$ cat config.mk
export PLATFORM = sky130hd
export DESIGN_NAME = lc3b_mem_responder
export DESIGN_NICKNAME = d
export VERILOG_FILES = /design/src/rtl/lc3b_mem_responder.sv
export SDC_FILE = /design/constraint.sdc
export NUM_CORES = 2
export LEC_CHECK = 0
export ABC_AREA = 0
export CAP_MARGIN = 25
export CORE_MARGIN = 4
export CORE_UTILIZATION = 45
export DETAILED_ROUTE_END_ITERATION = 6
export PLACE_DENSITY = 0.71
export SYNTH_ARGS = -nofsm -noshare
export SYNTH_HDL_FRONTEND = slang
export SYNTH_SLANG_ARGS = --single-unit
$ cat constraint.sdc
create_clock -name clk -period 6.85 [get_ports clk]
set_input_delay 0.685 -clock clk [delete_from_list [all_inputs] [get_ports clk]]
set_output_delay 0.685 -clock clk [all_outputs]
set_load 0.03 [all_outputs]
$ cat src/rtl/lc3b_mem_responder.sv
// ---------------------------------------------------------------------------
// lc3b_mem_responder
//
// Purpose
//   Word-organised memory model with a fixed, parameterised response latency.
//   The LC-3b datapath uses it as its memory. The datapath raises mem_read or
//   mem_write and holds the request. The responder completes the request with
//   a one-cycle mem_resp pulse exactly LATENCY cycles after it accepts it.
//
// Handshake (request/complete)
//   A request is the level (mem_read | mem_write). The responder samples it
//   only while IDLE. The acceptance edge latches op, address, data and mask.
//   Any later change on the inputs is ignored until the latched transaction
//   has produced mem_resp. A request present in cycle 0 (IDLE) is answered
//   with mem_resp high in cycle LATENCY. The cycle after mem_resp is IDLE
//   again and may accept the next request with no bubble. Nothing is queued
//   while busy.
//
// Parameters
//   LATENCY    cycles from acceptance to mem_resp, 1..15
//   ADDR_BITS  log2 of the number of 16-bit words stored
//
// Ports
//   clk          rising-edge clock
//   reset        asynchronous, active-high
//   mem_read     read request (held until mem_resp)
//   mem_write    write request (held until mem_resp); wins over mem_read
//   mem_wmask    byte enables: [0] -> bits 7:0, [1] -> bits 15:8
//   mem_address  byte address; word index is mem_address[ADDR_BITS:1]
//   mem_wdata    write data
//   mem_resp     one-cycle completion pulse
//   mem_rdata    data of the most recent completed read
//   busy         transaction outstanding (BUSY or RESP)
//   dbg_state    current FSM state (IDLE=0, BUSY=1, RESP=2)
// ---------------------------------------------------------------------------
module lc3b_mem_responder #(
   parameter int LATENCY   = 3,
   parameter int ADDR_BITS = 8
) (
   input  logic        clk,
   input  logic        reset,
   input  logic        mem_read,
   input  logic        mem_write,
   input  logic [1:0]  mem_wmask,
   input  logic [15:0] mem_address,
   input  logic [15:0] mem_wdata,
   output logic        mem_resp,
   output logic [15:0] mem_rdata,
   output logic        busy,
   output logic [1:0]  dbg_state
);

   localparam logic [1:0] ST_IDLE = 2'd0;
   localparam logic [1:0] ST_BUSY = 2'd1;
   localparam logic [1:0] ST_RESP = 2'd2;

   localparam int         WORDS    = 1 << ADDR_BITS;
   localparam logic [3:0] CNT_INIT = 4'(LATENCY - 1);

   // ------------------------------------------------------------------------
   // State
   // ------------------------------------------------------------------------
   logic [1:0]           state_q, state_d;
   logic [3:0]           cnt_q, cnt_d;
   logic [ADDR_BITS-1:0] addr_q, addr_d;   // latched word index
   logic [15:0]          wdata_q, wdata_d;
   logic [1:0]           wmask_q, wmask_d;
   logic                 wr_q, wr_d;       // latched op: 1 = write
   logic [15:0]          rdata_q, rdata_d;

   // Storage is deliberately not reset: contents survive reset and are
   // undefined until written.
   logic [15:0]          mem [WORDS];

   logic                 req;
   logic                 mem_we;
   logic [ADDR_BITS-1:0] in_idx;

   assign req    = mem_read | mem_write;
   assign in_idx = mem_address[ADDR_BITS:1];

   // ------------------------------------------------------------------------
   // Next-state logic
   // ------------------------------------------------------------------------
   always_comb begin
      state_d = state_q;
      cnt_d   = cnt_q;
      addr_d  = addr_q;
      wdata_d = wdata_q;
      wmask_d = wmask_q;
      wr_d    = wr_q;
      rdata_d = rdata_q;
      mem_we  = 1'b0;

      case (state_q)
         ST_IDLE: begin
            if (req) begin
               addr_d  = in_idx;
               wdata_d = mem_wdata;
               wmask_d = mem_wmask;
               wr_d    = mem_write;
               if (LATENCY <= 1) begin
                  // Straight to RESP. The read data must come from the
                  // incoming address because the latch is loading on this
                  // same edge.
                  state_d = ST_RESP;
                  cnt_d   = 4'd0;
                  if (!mem_write) begin
                     rdata_d = mem[in_idx];
                  end
               end else begin
                  state_d = ST_BUSY;
                  cnt_d   = CNT_INIT;
               end
            end
         end

         ST_BUSY: begin
            cnt_d = cnt_q - 4'd1;
            // The <= also covers a counter that is already 0, so the FSM
            // can never stay in BUSY for good.
            if (cnt_q <= 4'd1) begin
               state_d = ST_RESP;
               if (!wr_q) begin
                  rdata_d = mem[addr_q];
               end
            end
         end

         ST_RESP: begin
            // A write commits on the edge that leaves RESP. An asynchronous
            // reset during RESP clears state_q first, so it aborts the write.
            state_d = ST_IDLE;
            mem_we  = wr_q;
         end

         default: begin
            state_d = ST_IDLE;
            cnt_d   = 4'd0;
         end
      endcase
   end

   // ------------------------------------------------------------------------
   // Control and data registers
   // ------------------------------------------------------------------------
   always_ff @(posedge clk or posedge reset) begin
      if (reset) begin
         state_q <= ST_IDLE;
         cnt_q   <= 4'd0;
         addr_q  <= '0;
         wdata_q <= 16'h0000;
         wmask_q <= 2'b00;
         wr_q    <= 1'b0;
         rdata_q <= 16'h0000;
      end else begin
         state_q <= state_d;
         cnt_q   <= cnt_d;
         addr_q  <= addr_d;
         wdata_q <= wdata_d;
         wmask_q <= wmask_d;
         wr_q    <= wr_d;
         rdata_q <= rdata_d;
      end
   end

   // ------------------------------------------------------------------------
   // Byte-masked storage write
   // ------------------------------------------------------------------------
   always_ff @(posedge clk) begin
      if (mem_we) begin
         if (wmask_q[0]) begin
            mem[addr_q][7:0] <= wdata_q[7:0];
         end
         if (wmask_q[1]) begin
            mem[addr_q][15:8] <= wdata_q[15:8];
         end
      end
   end

   // ------------------------------------------------------------------------
   // Outputs
   // ------------------------------------------------------------------------
   assign mem_resp  = (state_q == ST_RESP);
   assign busy      = (state_q != ST_IDLE);
   assign mem_rdata = rdata_q;
   assign dbg_state = state_q;

endmodule

==> impl_results.md <==
* Status: finished with violations
* Failing checks: DRC
* Clock buffer count from CTS at 399
* Final non-filler cell total at 12870
* Global placement routability congestion at 0.881
* Area Growth Syn to Fin at 12.0%
* Max Slew Vio Count at 0
* Dpl cells at 12127
* Vias per cell at 6.20
* Fin Clk Skew at 0.0492 ns
* Vias at 79804
* DP Area at 167000 sq um
* Final nets at 7822
* Final global-route overflow total at 0
* Clock transition at the registers of the reported paths at 0.06 ns
* TritonCTS clock tree: built
* Minimum clock period at 4.67 ns
* Global-route wire length before repair at 586000 microns
* Number of global-route vias before repair at 80259
* TNS Setup at 0 ns
* Max frequency at 214 MHz
* # DRC at 18
* DRT Wirelength at 409000 microns
* Die Width at 606 microns
* Power Dens Cells at 436 nW/um^2
* Seq cells post-synth at 4145
* PortBufs at 49
* Tcrit/Tclk final at 0.682
* Hold Slack at 0.346 ns
* Initial antenna violation count at 13
* Primary FF master, synth: edfxtp_1
* Total track usage at 0.220
* Syn avg cell area at 21.0 sq um
* Startpoint types: register
* Core area at 356000 sq um
* Worst-margin pin slew at 1.27 ns
* CP Class: register to register
* Clk sinks at 4145
* Crit path from: addr_q[0]$_DFFE_PP0P_
* CP arrival at 5.48 ns
* Post-Synthesis Cells at 7651
* Top Ports at 58
* Unrepaired setup endpoints after global routing: no
* Post-CTS Resized at 0
* Ys async rst share at 0.0118
* Area leader, netlist: edfxtp_1
* VDD IR max at 398 uV
* CTS root buf: clkbuf_16
* Yosys cell types at 65
* Main area contributors after synthesis: edfxtp_1, mux4_2, mux2i_1
* Fillers at 27467
* Worst slew margin at 0.151
* Max_cap viols at 0
* DRT Pass-1 Iters at 7
* Die ar. at 367000 sq um
* DR WL/cell at 31.8 microns
* Pleak at 55.6 nW
* CTS H-tree depth at 5
* YS warnings at 0
* Share of cells above drive strength 1 at 0.220
* Clock buffer depth at 4
* Final hold vios at 0
* Reg-to-reg startpoint: addr_q[0]$_DFFE_PP0P_
* Post-CTS Hold Fix Bufs at 0
* Total setup buffers inserted after CTS at 0
* Chip Height at 606 microns
* Data required time of the worst path at 7.66 ns
* Synthesized cell area at 161000 sq um
* Synthesized Nets at 7691
* Dpl hpwl at 240000 microns
* Synth top area share at 0.765
* Worst setup EP type: register
* Detail Route Antenna Nets at 0
* Clock Latency Late Sink at 0.93 ns
* Starting Density at 0.452
* Initial drt markers at 12022
* Largest net degree at the start of global routing at 229
* # setup viols final at 0
* HP Class: input pin to asynchronous set/reset pin
* Sequential element share of the synthesized area at 0.773
* Row cnt at 219
* Post-layout instance area at 180000 sq um
* Maximum net fanout on the critical path at 102
* EDFF count, synth at 4096
## power breakdown
| group | switching (mW) | internal (mW) | total, mW | leakage (nW) |
|---|---|---|---|---|
| registers | 1.52 | 31.9 | 33.4 | 37.3 |
| clock network | 9.45 | 12.8 | 22.2 | 6.38 |
| logic | 14.9 | 7.89 | 22.8 | 11.8 |
| total | 25.9 | 52.6 | 78.5 | 55.6 |
## synth_stat cells (27+ instances only)
master,number
a211oi_1,28
mux2_2,75
buf_2,159
mux4_2,912
a21oi_1,41
buf_4,72
mux2i_1,415
nor2_1,591
o21ai_0,68
nand2_1,216
a22o_1,38
a31oi_1,34
nand3_1,74
dfrtp_1,49
o22ai_1,96
clkbuf_1,197
buf_1,27
edfxtp_1,4096
a221oi_1,39
a22oi_1,136
## logic make-up after synthesis
family	after synthesis	synth area share
DFF	4145	0.773
muxes	1402	0.159
and+or+nand+nor	1017	0.0265
AOI/OAI and AO/OA	601	0.0264
buffers and inverters	482	0.0151
xor gates and xnor gates	2	0.000109
adders and majority gates	2	0.000156
## metal layers
| layer | part of all wire | GRT usage | vias to the layer above |
|---|---|---|---|
| met5 | 0.00020 | 0 | - |
| met4 | 0.049 | 0.0953 | 12 |
| met3 | 0.11 | 0.0450 | 899 |
| met2 | 0.48 | 0.347 | 4920 |
| met1 | 0.37 | 0.300 | 41871 |
| li1 | - | - | 32102 |
## critical path, stage by stage (launching register included)
cell,delay (ns)
dfrtp_4,0.88
buf_12,0.60
buf_12,0.39
mux4_2,0.58
a22o_1,0.28
a31oi_1,0.15
o21ai_0,0.23
o21ai_0,0.59
o211ai_1,0.18
o32a_1,0.31
## layout by cell type (no fill, tap or decap), drive strengths merged, types with 6 or more instances in the layout
cell type and instances:
edfxtp 4096, mux4 912, nor2 592, clkbuf 476, mux2i 415, nand2 216, clkinv 165, buf 154
a22oi 136, o22ai 96, o21ai 88, mux2 75, nand3 74, bufinv 49, clkdlybuf4s50 49, dfrtp 49
a21oi 41, a221oi 39, a22o 38, a31oi 34, a211oi 28, a32oi 26, clkinvlp 25, nand2b 24
nor2b 24, o2111ai 22, nor4 20, nor3 20, inv 17, diode 14, nand4 14, or3 11
o221ai 11, a311oi 7, a41oi 6, and2 6
## state kept, by name (all words and copies together), names as in the netlist
| signal | flops |
|---|---|
| mem | 4096 |
| dbg_state | 2 |
| wdata_q | 16 |
| mem_rdata | 16 |
| cnt_q | 4 |
| wr_q | 1 |
| wmask_q | 2 |
| addr_q | 8 |
## final timing paths
path / depth (start not counted) / to / slack, ns
setup / recovery: 9 / mem_rdata[9]$_DFFE_PP0P_ / 2.18
hold / removal: 3 / wdata_q[3]$_DFFE_PP0P_ / 0.35
setup reg to reg: 9 / mem_rdata[9]$_DFFE_PP0P_ / 2.18
hold reg to reg: 1 / addr_q[6]$_DFFE_PP0P_ / 0.51
max in group asynchronous: 3 / addr_q[7]$_DFFE_PP0P_ / 5.79
min in group clk: 2 / wdata_q[15]$_DFFE_PP0P_ / 0.40
## through the flow
stage          power, mW  worst slack (ns)   util
6_report            78.5              2.18  0.506
2_1_floorplan       47.7              2.87      -
5_1_grt             80.7              1.97  0.506
3_5_place_dp        56.4              2.13  0.469
4_1_cts             78.4              2.13  0.506
3_3_place_gp        55.9              2.13  0.468
## cell type report
type	count	area [sq um]	area share
Multi-Input combinational cell	3024	34300	0.191
Clock buffer	476	10400	0.0580
Antenna cell	14	35.0	0.000195
Sequential cell	4145	124000	0.691
Clock inverter	248	2760	0.0153
Inverter	8	41.3	0.000229
Timing Repair Buffer	204	2160	0.0120
Tap cell	4751	5940	0.0330
No activity file was read; power rests on OpenSTA's default activity.
